`src/rtl/uart_mon_pkg.sv`:
```
// Shared constants and helpers for the monitor UART dump path.
package uart_mon_pkg;

  typedef enum logic [1:0] {
    S_IDLE  = 2'd0,
    S_GEN   = 2'd1,
    S_DRAIN = 2'd2,
    S_DONE  = 2'd3
  } snd_state_e;

  localparam logic [7:0] CH_SP = 8'h20;
  localparam logic [7:0] CH_CR = 8'h0D;
  localparam logic [7:0] CH_LF = 8'h0A;

  localparam logic [4:0] LEN_LONG  = 5'd19;
  localparam logic [4:0] LEN_SHORT = 5'd10;

  function automatic logic [7:0] nib2ascii(input logic [3:0] nib, input logic upper);
    logic [7:0] ch;
    if (nib < 4'd10) begin
      ch = 8'h30 + {4'h0, nib};
    end else begin
      ch = (upper ? 8'h41 : 8'h61) + {4'h0, nib} - 8'd10;
    end
    return ch;
  endfunction

endpackage

```
`src/rtl/uart_char_fifo.sv`:
```
// Character queue with a registered head; a pushed byte is visible on rdata the next cycle.
module uart_char_fifo #(
  parameter int unsigned DEPTH_LOG2 = 3
) (
  input  logic       clk,
  input  logic       rst_n,
  input  logic       push,
  input  logic [7:0] wdata,
  input  logic       ready,
  output logic [7:0] rdata,
  output logic       rvalid,
  output logic       full,
  output logic       empty_nxt
);

  localparam int unsigned Depth = 1 << DEPTH_LOG2;
  localparam int unsigned CntW  = DEPTH_LOG2 + 1;

  logic [7:0]            mem_q [Depth];
  logic [DEPTH_LOG2-1:0] wr_ptr_q, rd_ptr_q, rd_ptr_nxt;
  logic [CntW-1:0]       cnt_q, cnt_d;
  logic [7:0]            head_q, head_d;
  logic                  valid_q;
  logic                  pop, push_ok;

  assign full       = (cnt_q == CntW'(Depth));
  assign push_ok    = push & ~full;
  assign pop        = valid_q & ready;
  assign rd_ptr_nxt = rd_ptr_q + DEPTH_LOG2'(1);
  assign cnt_d      = cnt_q + CntW'(push_ok) - CntW'(pop);
  assign empty_nxt  = (cnt_q == '0) | ((cnt_q == CntW'(1)) & pop);
  assign rdata      = head_q;
  assign rvalid     = valid_q;

  // Head register tracks mem[rd_ptr]; bypass the write when the queue drains to it.
  always_comb begin
    head_d = head_q;
    if (pop && (cnt_q > CntW'(1))) begin
      head_d = mem_q[rd_ptr_nxt];
    end else if (push_ok && ((cnt_q == '0) || (pop && (cnt_q == CntW'(1))))) begin
      head_d = wdata;
    end
  end

  always_ff @(posedge clk) begin
    if (push_ok) begin
      mem_q[wr_ptr_q] <= wdata;
    end
  end

  always_ff @(posedge clk or negedge rst_n) begin
    if (!rst_n) begin
      wr_ptr_q <= '0;
      rd_ptr_q <= '0;
      cnt_q    <= '0;
      head_q   <= '0;
      valid_q  <= 1'b0;
    end else begin
      if (push_ok) wr_ptr_q <= wr_ptr_q + DEPTH_LOG2'(1);
      if (pop)     rd_ptr_q <= rd_ptr_nxt;
      cnt_q   <= cnt_d;
      head_q  <= head_d;
      valid_q <= (cnt_d != '0);
    end
  end

endmodule

```
`src/rtl/uart_hex_sender.sv`:
```
// Turns a monitor record into ASCII hex text and streams it to the UART TX.
module uart_hex_sender
  import uart_mon_pkg::*;
#(
  parameter int unsigned QDEPTH_LOG2 = 3,
  parameter bit          UPPER_HEX   = 1'b0
) (
  input  logic        clk,
  input  logic        rst_n,
  input  logic        rdata_snd_start,
  input  logic [63:0] rdata_snd,
  input  logic        pc_print_sel,
  output logic [7:0]  tx_data,
  output logic        tx_valid,
  input  logic        tx_ready,
  output logic        flushing_wq,
  output logic        snd_busy,
  output logic        start_ovr
);

  snd_state_e  state_q, state_d;
  logic [63:0] data_q, data_d;
  logic        sel_q, sel_d;
  logic [4:0]  idx_q, idx_d;
  logic        ovr_q;
  logic [4:0]  last_idx;
  logic        push;
  logic [7:0]  ch;
  logic [2:0]  rel;
  logic [31:0] word;
  logic        fifo_full, fifo_empty_nxt;

  assign last_idx    = sel_q ? (LEN_SHORT - 5'd1) : (LEN_LONG - 5'd1);
  assign flushing_wq = (state_q == S_DONE);
  assign snd_busy    = (state_q != S_IDLE);
  assign start_ovr   = ovr_q;

  // Long layout: 0-7 low word, 8 space, 9-16 high word, 17 CR, 18 LF.
  always_comb begin
    word = data_q[31:0];
    rel  = idx_q[2:0];
    if (!sel_q && (idx_q > 5'd8)) begin
      word = data_q[63:32];
      rel  = idx_q[2:0] - 3'd1;
    end
    ch = nib2ascii(word[{~rel, 2'b00} +: 4], UPPER_HEX);
    if (sel_q) begin
      if (idx_q == 5'd8)      ch = CH_CR;
      else if (idx_q == 5'd9) ch = CH_LF;
    end else begin
      if (idx_q == 5'd8)       ch = CH_SP;
      else if (idx_q == 5'd17) ch = CH_CR;
      else if (idx_q == 5'd18) ch = CH_LF;
    end
  end

  always_comb begin
    state_d = state_q;
    data_d  = data_q;
    sel_d   = sel_q;
    idx_d   = idx_q;
    push    = 1'b0;
    unique case (state_q)
      S_IDLE: begin
        if (rdata_snd_start) begin
          data_d  = rdata_snd;
          sel_d   = pc_print_sel;
          idx_d   = '0;
          state_d = S_GEN;
        end
      end
      S_GEN: begin
        if (!fifo_full) begin
          push  = 1'b1;
          idx_d = idx_q + 5'd1;
          if (idx_q == last_idx) state_d = S_DRAIN;
        end
      end
      // Leave once the final character is being accepted this cycle.
      S_DRAIN: begin
        if (fifo_empty_nxt) state_d = S_DONE;
      end
      S_DONE: begin
        state_d = S_IDLE;
      end
    endcase
  end

  always_ff @(posedge clk or negedge rst_n) begin
    if (!rst_n) begin
      state_q <= S_IDLE;
      data_q  <= '0;
      sel_q   <= 1'b0;
      idx_q   <= '0;
      ovr_q   <= 1'b0;
    end else begin
      state_q <= state_d;
      data_q  <= data_d;
      sel_q   <= sel_d;
      idx_q   <= idx_d;
      ovr_q   <= ovr_q | (rdata_snd_start & (state_q != S_IDLE));
    end
  end

  uart_char_fifo #(
    .DEPTH_LOG2(QDEPTH_LOG2)
  ) u_fifo (
    .clk       (clk),
    .rst_n     (rst_n),
    .push      (push),
    .wdata     (ch),
    .ready     (tx_ready),
    .rdata     (tx_data),
    .rvalid    (tx_valid),
    .full      (fifo_full),
    .empty_nxt (fifo_empty_nxt)
  );

endmodule

```
`config.mk`:
```
export PLATFORM = sky130hd
export DESIGN_NAME = uart_hex_sender
export DESIGN_NICKNAME = d
export VERILOG_FILES = /design/src/rtl/uart_mon_pkg.sv /design/src/rtl/uart_char_fifo.sv /design/src/rtl/uart_hex_sender.sv
export SDC_FILE = /design/constraint.sdc
export NUM_CORES = 1
export LEC_CHECK = 0
export CORE_MARGIN = 5
export CORE_UTILIZATION = 60
export CTS_CLUSTER_SIZE = 20
export DETAILED_ROUTE_END_ITERATION = 12
export GPL_ROUTABILITY_DRIVEN = 0
export PLACE_DENSITY = 0.85
export SLEW_MARGIN = 20
export SYNTH_ARGS = -nofsm -noshare
export SYNTH_HDL_FRONTEND = slang
export SYNTH_HIERARCHICAL = 1
export SYNTH_SLANG_ARGS = --single-unit
```
`constraint.sdc`:
```
create_clock -name clk -period 7.7 [get_ports clk]
set_input_delay 1.54 -clock clk [delete_from_list [all_inputs] [get_ports clk]]
set_output_delay 1.54 -clock clk [all_outputs]
set_load 0.05 [all_outputs]
```
==> run summary, run 1 <==
CP startpoint kind - register
wire per inst - 19.6 microns
Post-synth EDFFs - 64
top post-synthesis cells by area - dfrtp_1 31%, edfxtp_1 26%, mux2_2 10%, mux2i_1 3.5%, ha_1 3.2%
Pwr Density - 464 nW/um^2
Critical Path End Type - register
total congestion overflow - 0
post-route ant nets - 0
Fmax - 237 MHz
clock tree buffer depth - 2
fin. max-slew vios - 0
worst hold path type - register to register
IO Count - 81
Post-Place Cells - 759
cell area after layout - 9000 sq um
cell count after synthesis - 518
PortBufs - 80
H-tree depth - 4
Critical R2R Launch - idx_q[0]
sequential area share after synthesis - 56.8%
Post-Syn Area per Cell - 14.4 sq um
setup bufs post-CTS - 0
Detailed Route Iter0 Violations - 347
net switching power - 1560 uW
die area - 14,700 sq um
first-pass GRT wire length - 25,800 microns
sequential power share - 37.0%
total clock sinks - 156
Commonest cells post-synth - 92 x dfrtp_1, 68 x mux2_2, 64 x edfxtp_1
core area - 12,100 sq um
Hold Fails Final Rpt - 0
Logic pwr share - 43.6%
vias in the first global route - 5,040
Netlist Area Pre-Place - 7430 sq um
hpwl dp - 11,000 microns
Worst EP required - 8.06 ns
Vias - 4,618
Critical Path Max Stage Delay - 0.78 ns
RSZ-0062 raised after global routing - false
relative slew slack - 27.5%
slowest CP cell - a311oi_1
R2R setup slack - 3.48 ns
most frequent CP cell - ha_1
wirelength, routed - 15,500 microns
ys flop type - dfrtp_1
end of the worst hold path - start_ovr
hold path cells - 1
height of the die - 121 microns
Initial Util - 61.6%
P_int - 2620 uW
VDD IR max - 0.218 mV
Num CTS Buffers - 17
Lkg Pwr - 0.00356 uW
Clock power frac - 19.5%
root buf cell - clkbuf_16
RR Endpoint - u_fifo/rdata[1]
clk_lat worst skew - 0.43 ns
n_diodes - 0
cell taking the most area after synthesis - dfrtp_1
fraction of registers with async set/reset - 59.0%
Layout area overhead - 21.1%
Sw Ratio - 37.4%
WP data arrival - 4.57 ns
Netlist cell types - 63
DRC - 0
yosys warns - 6
Crit Path Class - register to register
Cell Count, Final, Fillers Out - 791
setup_tns - 0 ns
Synth top area share - 31.0%
Horiz. Die Dim - 121 microns
Final Critical Period - 4.22 ns
worst-path maximum fanout - 21
initial antenna violation count - 0
num rows - 40
worst slew pin tran - 1.09 ns
outcome - complete, no violations
Tcrit/Tclk final - 54.7%
First-pass DRT Iterations - 5
post-cts resize count - 0
CTS tree - built
Post-CTS Hold Buffers - 0
HP Start - start_ovr
gr usage total - 22.8%
crit-path cells - inv_2 > ha_1 > nand2b_2 > a31oi_4 > mux4_2 > nand3_1 > nand4_2 > inv_1 > ha_1 > a311oi_1 > and2_1 > a221o_1
FILL cells - 755
DP Area - 8410 sq um
Clk pin slew, worst setup/hold paths - 0.06 ns
MaxCap Viol Count - 0
layout cell share with drive strength beyond 1 - 22.5%
Final Setup Violations - 0
clock skew - 0.0109 ns
Layout Nets - 699
post-synthesis register bit count - 156
Reg2Reg Depth - 12
most common cell in the netlist - dfrtp_1
largest net degree at the start of global routing - 92
vias per cell - 5.84
## worst max-delay path: cells and delay by family, from the launching register on
family / cells / cell delay (ns)
flops: 1 / 0.46
simple gates: 4 / 0.71
buf+inv: 2 / 0.53
mux: 1 / 0.41
compound gates: 3 / 1.44
fa+ha+maj: 2 / 0.60
## cell usage in the layout (no fill, tap or decap), types with 4 or more instances in the layout
master | synthesis | layout
nor2_1 | 15 | 15
mux4_2 | 8 | 8
dfrtp_1 | 92 | 92
a21o_1 | 5 | 5
nor2b_1 | 9 | 9
conb_1 | 1 | 9
a221o_1 | 8 | 8
mux4_1 | 8 | 8
mux2_2 | 68 | 68
clkdlybuf4s50_1 | 0 | 79
mux2i_1 | 26 | 26
o21ai_0 | 5 | 5
buf_4 | 1 | 6
and2_1 | 11 | 11
clkinvlp_4 | 0 | 4
a2111oi_0 | 5 | 5
clkbuf_16 | 0 | 17
nor3_1 | 14 | 13
ha_1 | 19 | 18
xnor2_1 | 6 | 6
and3_2 | 8 | 8
inv_1 | 20 | 20
a21oi_1 | 10 | 10
edfxtp_1 | 64 | 64
o22ai_1 | 4 | 4
a22oi_1 | 10 | 10
nand2b_1 | 5 | 5
nand2_1 | 15 | 14
nand3_1 | 15 | 15
## metal layers
metal  up-vias  wire length, microns  global-route usage [%]
li1       2137                     -                       -
met3        22                   857                    6.34
met4         0                   235                    6.65
met5         -                     0                       0
met1      2295                  6150                    27.1
met2       164                  8280                    40.5
## per-stage QoR
step	hold WS, ns	util, %	total power, uW	setup slack, ns
global route	0.469	74.6	4430	3.17
detailed placement	0.444	69.7	3360	3.51
finish	0.454	74.6	4180	3.48
CTS	0.458	74.5	4190	3.50
global placement	0.436	69.7	3250	3.76
floorplan	0.470	-	2880	4.24
## power groups by stage
stage | Sequential (uW) | Clock [uW] | Combinational [uW]
finish | 1540 | 813 | 1820
global route | 1580 | 860 | 1990
CTS | 1540 | 821 | 1820
detailed placement | 1550 | 0 | 1810
global placement | 1530 | 0 | 1720
floorplan | 1500 | 0 | 1380
## worst max-delay path by stage
stage	start	end	slack (ns)	depth (start not counted)
after floorplan	idx_q[0]	u_fifo/rdata[2]	4.24	16
after global placement	tx_ready	u_fifo/rvalid	3.76	10
after detailed placement	idx_q[0]	u_fifo/rdata[1]	3.51	12
after CTS	idx_q[0]	u_fifo/rdata[1]	3.50	12
after global routing	idx_q[0]	u_fifo/rdata[1]	3.17	12
final	idx_q[0]	u_fifo/rdata[1]	3.48	12
## kinds of logic after synthesis
family                     share of synthesized area (%)
DFF                                                 56.8
xor gates and xnor gates                            1.28
muxes                                               19.1
other                                             0.0504
adders and majority gates                           3.47
buffers and inverters                               2.73
AOI/OAI and AO/OA                                   7.78
and+or+nand+nor                                     8.82
## registers in the layout (all words and copies together) (netlist names)
signal and flops:
u_fifo/rd_ptr_q 3, u_fifo/mem_q 64, u_fifo/rvalid 1, data_q 64, idx_q 5, u_fifo/wr_ptr_q 3
u_fifo/rdata 8, state_q 2, start_ovr 1, sel_q 1, u_fifo/cnt_q 4
## layout make-up
type | instances | area, sq um | area share [%]
sequential | 156 | 4220 | 46.9
multi-input combinational | 327 | 3060 | 34.0
timing repair buffer | 86 | 847 | 9.41
clock buffer | 17 | 425 | 4.73
tap | 168 | 210 | 2.34
clock inverter | 15 | 148 | 1.64
inverter | 22 | 82.6 | 0.918
No activity file was read; power rests on OpenSTA's default activity.
==> run 2, diff against run 1 <==
--- a/config.mk
+++ b/config.mk
@@ -6,11 +6,11 @@
 export NUM_CORES = 1
 export LEC_CHECK = 0
 export CORE_MARGIN = 5
-export CORE_UTILIZATION = 60
+export CORE_UTILIZATION = 57
 export CTS_CLUSTER_SIZE = 20
 export DETAILED_ROUTE_END_ITERATION = 12
 export GPL_ROUTABILITY_DRIVEN = 0
-export PLACE_DENSITY = 0.85
+export PLACE_DENSITY = 0.81
 export SLEW_MARGIN = 20
 export SYNTH_ARGS = -nofsm -noshare
 export SYNTH_HDL_FRONTEND = slang
==> constraint.sdc (replaced) <==
create_clock -name clk -period 4 [get_ports clk]
set_input_delay 0.8 -clock clk [delete_from_list [all_inputs] [get_ports clk]]
set_output_delay 0.8 -clock clk [all_outputs]
set_load 0.05 [all_outputs]
==> run 2 against run 1 <==
  * Register-to-register slack lost 3.1 ns
  * Highest routed layer unchanged
  * Largest cell class unchanged
  * Die area grew 4.8%
  * Wire length shrank 1.6%
  * Via count shrank 1.6%
  * Critical path type unchanged
  * Hold slack gained 0.022 ns
  * Non-clock buffer count grew 6
  * Largest power group unchanged
  * Critical endpoint is now u_fifo/rdata[2]
==> run summary, run 2 (synthesis gave the netlist of run 1 again) <==
vias in the first global route - 4,988
Clk pin slew, worst setup/hold paths - 0.06 ns
worst hold path type - input pin to asynchronous set/reset pin
most frequent CP cell - inv_1
most frequent cells in the layout - 92 x dfrtp_1, 79 x clkdlybuf4s50_1, 68 x mux2_2
Pwr Density - 891 nW/um^2
Critical Path Max Stage Delay - 0.44 ns
wire per inst - 19.1 microns
MaxCap Viol Count - 0
Post-CTS Hold Buffers - 0
height of the die - 124 microns
Lkg Pwr - 0.00360 uW
worst path bufs/invs - 4
relative slew slack - 27.9%
hpwl dp - 10,900 microns
Final Critical Period - 3.65 ns
core area - 12,700 sq um
root buf cell - clkbuf_16
clk_lat worst skew - 0.42 ns
Tcrit/Tclk final - 91.3%
FILL cells - 874
worst slew pin tran - 1.08 ns
total congestion overflow - 0
Worst EP required - 4.30 ns
outcome - complete, no violations
total clock sinks - 156
net switching power - 2940 uW
layout cell share with drive strength beyond 1 - 22.7%
CP startpoint kind - register
footprint of the multi-input gates - 3050 sq um
Horiz. Die Dim - 124 microns
die area - 15,400 sq um
delay-heaviest family, CP - compound AO/OA/AOI/OAI gates
crit-path cells - inv_1 > ha_1 > nand2b_2 > a31oi_4 > buf_4 > mux4_2 > nand3_1 > nand4_2 > inv_1 > ha_1 > inv_1 > o211ai_1 > o311ai_2 > and2_1 > a221o_1
WP data arrival - 3.95 ns
P_int - 5120 uW
hold_ws - 0.476 ns
clock skew - 0.00833 ns
VDD IR max - 0.391 mV
PortBufs - 80
Layout Nets - 705
First-pass DRT Iterations - 4
sequential power share - 36.4%
slowest CP cell - dfrtp_1
wirelength, routed - 15,300 microns
Final Core Density - 71.1%
Critical Path End Type - register
fin. max-slew vios - 0
RSZ-0062 raised after global routing - false
most common cell after layout, fill and taps aside - dfrtp_1
first-pass GRT wire length - 25,400 microns
Initial Util - 58.4%
IO Count - 81
Sw Ratio - 36.4%
Crit Path Class - register to register
Detailed Route Iter0 Violations - 372
gr usage total - 21.9%
CTS tree - built
Final Setup Violations - 0
DRC - 0
post-route ant nets - 0
vias per cell - 5.67
Layout area overhead - 21.6%
Logic pwr share - 44.0%
worst-path maximum fanout - 18
Num CTS Buffers - 17
initial antenna violation count - 0
Vias - 4,545
n_diodes - 0
num rows - 41
register area - 4220 sq um
Hold Fails Final Rpt - 0
setup_tns - 0 ns
H-tree depth - 4
largest net degree at the start of global routing - 66
Fmax - 274 MHz
clock tree buffer depth - 2
Clock power frac - 19.6%
## run 2: cell types whose count changed in the layout (fill, tap and decap cells not counted), moves of 2 or more
| cell | before | now |
|---|---|---|
| buf_4 | 6 | 13 |
| clkinvlp_4 | 4 | 2 |
| clkbuf_1 | 0 | 2 |
| inv_6 | 3 | 0 |
## run 2: layout make-up
class	count	area share, %
sequential	156	46.7
multi-input combinational	327	33.7
timing repair buffer	92	9.83
clock buffer	19	4.79
tap	172	2.38
clock inverter	13	1.66
inverter	22	0.913
## run 2: repair_timing
action / 4_1_cts / 5_1_grt
hold endpoints to repair: 0 / 0
setup endpoints to repair: 0 / 9
gates resized for setup: 0 / 1
setup buffers: 0 / 0
## run 2: final timing paths
| check | from | cells past startpoint | endpoint | slack [ns] |
|---|---|---|---|---|
| setup / recovery | idx_q[1] | 15 | u_fifo/rdata[2] | 0.35 |
| hold / removal | rst_n | 1 | u_fifo/cnt_q[0] | 0.48 |
| setup reg to reg | idx_q[1] | 15 | u_fifo/rdata[2] | 0.35 |
| hold reg to reg | start_ovr | 1 | start_ovr | 0.48 |
| max in group asynchronous | rst_n | 2 | data_q[3] | 2.62 |
| min in group clk | start_ovr | 1 | start_ovr | 0.48 |
## run 2: power by group through the flow
| stage | Sequential (uW) | Combinational, uW | Clock, uW |
|---|---|---|---|
| finish | 2930 | 3540 | 1580 |
| global route | 3000 | 3890 | 1670 |
| CTS | 2930 | 3560 | 1600 |
| detailed placement | 2960 | 3530 | 0 |
| global placement | 2920 | 3350 | 0 |
| floorplan | 2900 | 2660 | 0 |
## run 2: worst register-to-register path: stages (launching register included)
cell	delay (ns)
dfrtp_1	0.44
inv_1	0.20
ha_1	0.30
nand2b_2	0.13
a31oi_4	0.18
buf_4	0.30
mux4_2	0.35
nand3_1	0.13
nand4_2	0.25
inv_1	0.12
ha_1	0.15
inv_1	0.08
o211ai_1	0.22
o311ai_2	0.24
and2_1	0.21
a221o_1	0.25
## run 2: metal layers
metal | wire length, microns | track usage [%]
met2 | 8170 | 38.4
met3 | 690 | 6.09
met1 | 6170 | 26.1
met5 | 0 | 0
met4 | 240 | 7.46
## run 2: stage by stage
step	std cells	setup slack (ns)	power, uW	area [sq um]
global placement	769	0.571	6270	8450
floorplan	526	0.540	5550	7460
CTS	801	0.228	8090	9030
finish	801	0.349	8060	9040
detailed placement	769	0.252	6490	8450
global route	801	0.0648	8560	9040
==> run 3, diff against run 2 <==
--- a/config.mk
+++ b/config.mk
@@ -6,11 +6,11 @@
 export NUM_CORES = 1
 export LEC_CHECK = 0
 export CORE_MARGIN = 5
-export CORE_UTILIZATION = 57
+export CORE_UTILIZATION = 45
 export CTS_CLUSTER_SIZE = 20
 export DETAILED_ROUTE_END_ITERATION = 12
 export GPL_ROUTABILITY_DRIVEN = 0
-export PLACE_DENSITY = 0.81
+export PLACE_DENSITY = 0.67
 export SLEW_MARGIN = 20
 export SYNTH_ARGS = -nofsm -noshare
 export SYNTH_HDL_FRONTEND = slang
==> run 3 against run 2 <==
  * Cell count rose by 6.6%
  * First-iteration DRC count fell by 31%
  * Clock skew fell by 0.0017 ns
  * Global-route usage fell by 4.9 points
  * Clock-buffer cell count fell by 2
  * Total power fell by 0.69%
  * Non-clock buffer count rose by 5
  * Clock power fell by 9%
  * Final area rose by 0.60%
  * Register-to-register slack improved by 0.09 ns
  * Critical path type unchanged
  * Largest cell class unchanged
  * Largest power group unchanged
==> run summary, run 3 (synthesis gave the netlist of run 1 again) <==
clock tree buffer depth - 2
n_diodes - 0
total congestion overflow - 0
worst slew pin tran - 1.06 ns
Place WS - 0.395 ns
First-pass DRT Iterations - 5
most common cell after layout, fill and taps aside - dfrtp_1
Tcrit/Tclk final - 89.0%
clk_lat worst skew - 0.43 ns
outcome - complete, no violations
clock skew - 0.00659 ns
vias in the first global route - 4,969
Layout area overhead - 22.4%
Cell Count, Final, Fillers Out - 854
CTS tree - built
Num CTS Buffers - 17
Critical R2R Launch - idx_q[0]
worst-path maximum fanout - 18
MaxCap Viol Count - 0
relative slew slack - 28.9%
Final Critical Period - 3.56 ns
gr usage total - 17.0%
crit-path cells - inv_2 > ha_1 > nand2b_2 > a31oi_4 > buf_4 > mux4_2 > nand3_1 > nand4_2 > inv_1 > ha_1 > inv_1 > o211ai_1 > o311ai_2 > and2_1 > a221o_1
height of the die - 139 microns
die area - 19,200 sq um
vias per cell - 5.38
Pwr Density - 880 nW/um^2
wirelength, routed - 15,600 microns
num rows - 47
CP startpoint kind - register
initial antenna violation count - 0
Post-CTS Hold Buffers - 0
DRC - 0
VDD IR max - 0.467 mV
first-pass GRT wire length - 26,000 microns
Layout Nets - 710
Detailed Route Iter0 Violations - 256
Hold Fails Final Rpt - 0
Critical Path Max Stage Delay - 0.46 ns
IO Count - 81
Fmax - 281 MHz
setup bufs post-CTS - 0
setup_tns - 0 ns
busiest metal layer after global routing - met2
R2R setup slack - 0.44 ns
RSZ-0062 raised after global routing - false
core area - 16,400 sq um
Final Setup Violations - 0
H-tree depth - 4
root buf cell - clkbuf_16
post-route ant nets - 0
Crit Path Class - register to register
largest net degree at the start of global routing - 67
GRT met3 Usage - 4.42%
Critical Path End Type - register
slowest CP cell - dfrtp_1
most frequent cells in the layout - 92 x dfrtp_1, 79 x clkdlybuf4s50_1, 68 x mux2_2
layout cell share with drive strength beyond 1 - 23.3%
Lkg Pwr - 0.00360 uW
WP data arrival - 3.87 ns
Post-Place Cells - 822
PortBufs - 80
met1 usage - 20.6%
Reg2Reg Depth - 15
RR Endpoint - u_fifo/rdata[2]
global-route track usage on met2 - 29.7%
Worst Setup SP - idx_q[0]
wire per inst - 18.3 microns
Vias - 4,595
Total Power - 8000 uW
Clk pin slew, worst setup/hold paths - 0.06 ns
total clock sinks - 156
worst hold path type - input pin to asynchronous set/reset pin
Worst EP required - 4.31 ns
fin. max-slew vios - 0
Initial Util - 45.3%
post-cts resize count - 0
Horiz. Die Dim - 139 microns
worst setup margin - 0.441 ns
hpwl dp - 10,900 microns
## run 3: changes by cell type in the layout (fill, tap and decap cells not counted), sizes merged
cell,before,now
clkbuf,19,17
clkinvlp,2,3
buf,13,18
inv,21,25
bufinv,3,0
## run 3: where the power goes
group | leakage, uW | internal (uW) | switching [uW]
Sequential | 0.00166 | 2520 | 369
Combinational | 0.00169 | 1700 | 1980
Clock | 0.000253 | 788 | 645
Total | 0.00360 | 5010 | 2990
## run 3: area by class of cell
class,instances,area (sq um)
Clock buffer,17,425
Clock inverter,15,97.6
Fill cell,1298,7310
Inverter,22,82.6
Multi-Input combinational cell,327,3050
Sequential cell,156,4220
Tap cell,220,275
Timing Repair Buffer,97,938
## run 3: worst max-delay path by stage
stage / endpoint / cells after the start / slack (ns)
finish: u_fifo/rdata[2] / 15 / 0.44
global route: u_fifo/rdata[2] / 12 / 0.13
CTS: u_fifo/rdata[2] / 15 / 0.38
detailed placement: u_fifo/rdata[2] / 15 / 0.40
global placement: u_fifo/rdata[2] / 15 / 0.56
floorplan: u_fifo/rdata[2] / 16 / 0.54
## run 3: per-stage QoR
stage,cell area [sq um],hold WS (ns),utilization (%)
floorplan,7460,0.470,-
global placement,8560,0.438,52.2
detailed placement,8560,0.443,52.2
CTS,9080,0.429,55.4
global route,9090,0.469,55.4
finish,9090,0.415,55.4
## run 3: worst max-delay path, delay by kind of cell (launching register included)
| kind | cells | cell delay [ns] |
|---|---|---|
| muxes | 1 | 0.36 |
| and+or+nand+nor | 4 | 0.69 |
| DFF | 1 | 0.46 |
| buffers and inverters | 4 | 0.66 |
| adders and majority gates | 2 | 0.43 |
| AOI/OAI and AO/OA | 4 | 0.87 |
## run 3: metal layers
metal / wire length, microns / share of wire, %
met4: 240 / 1.5
met2: 7990 / 51
met5: 0 / 0
met3: 780 / 5.0
met1: 6600 / 42
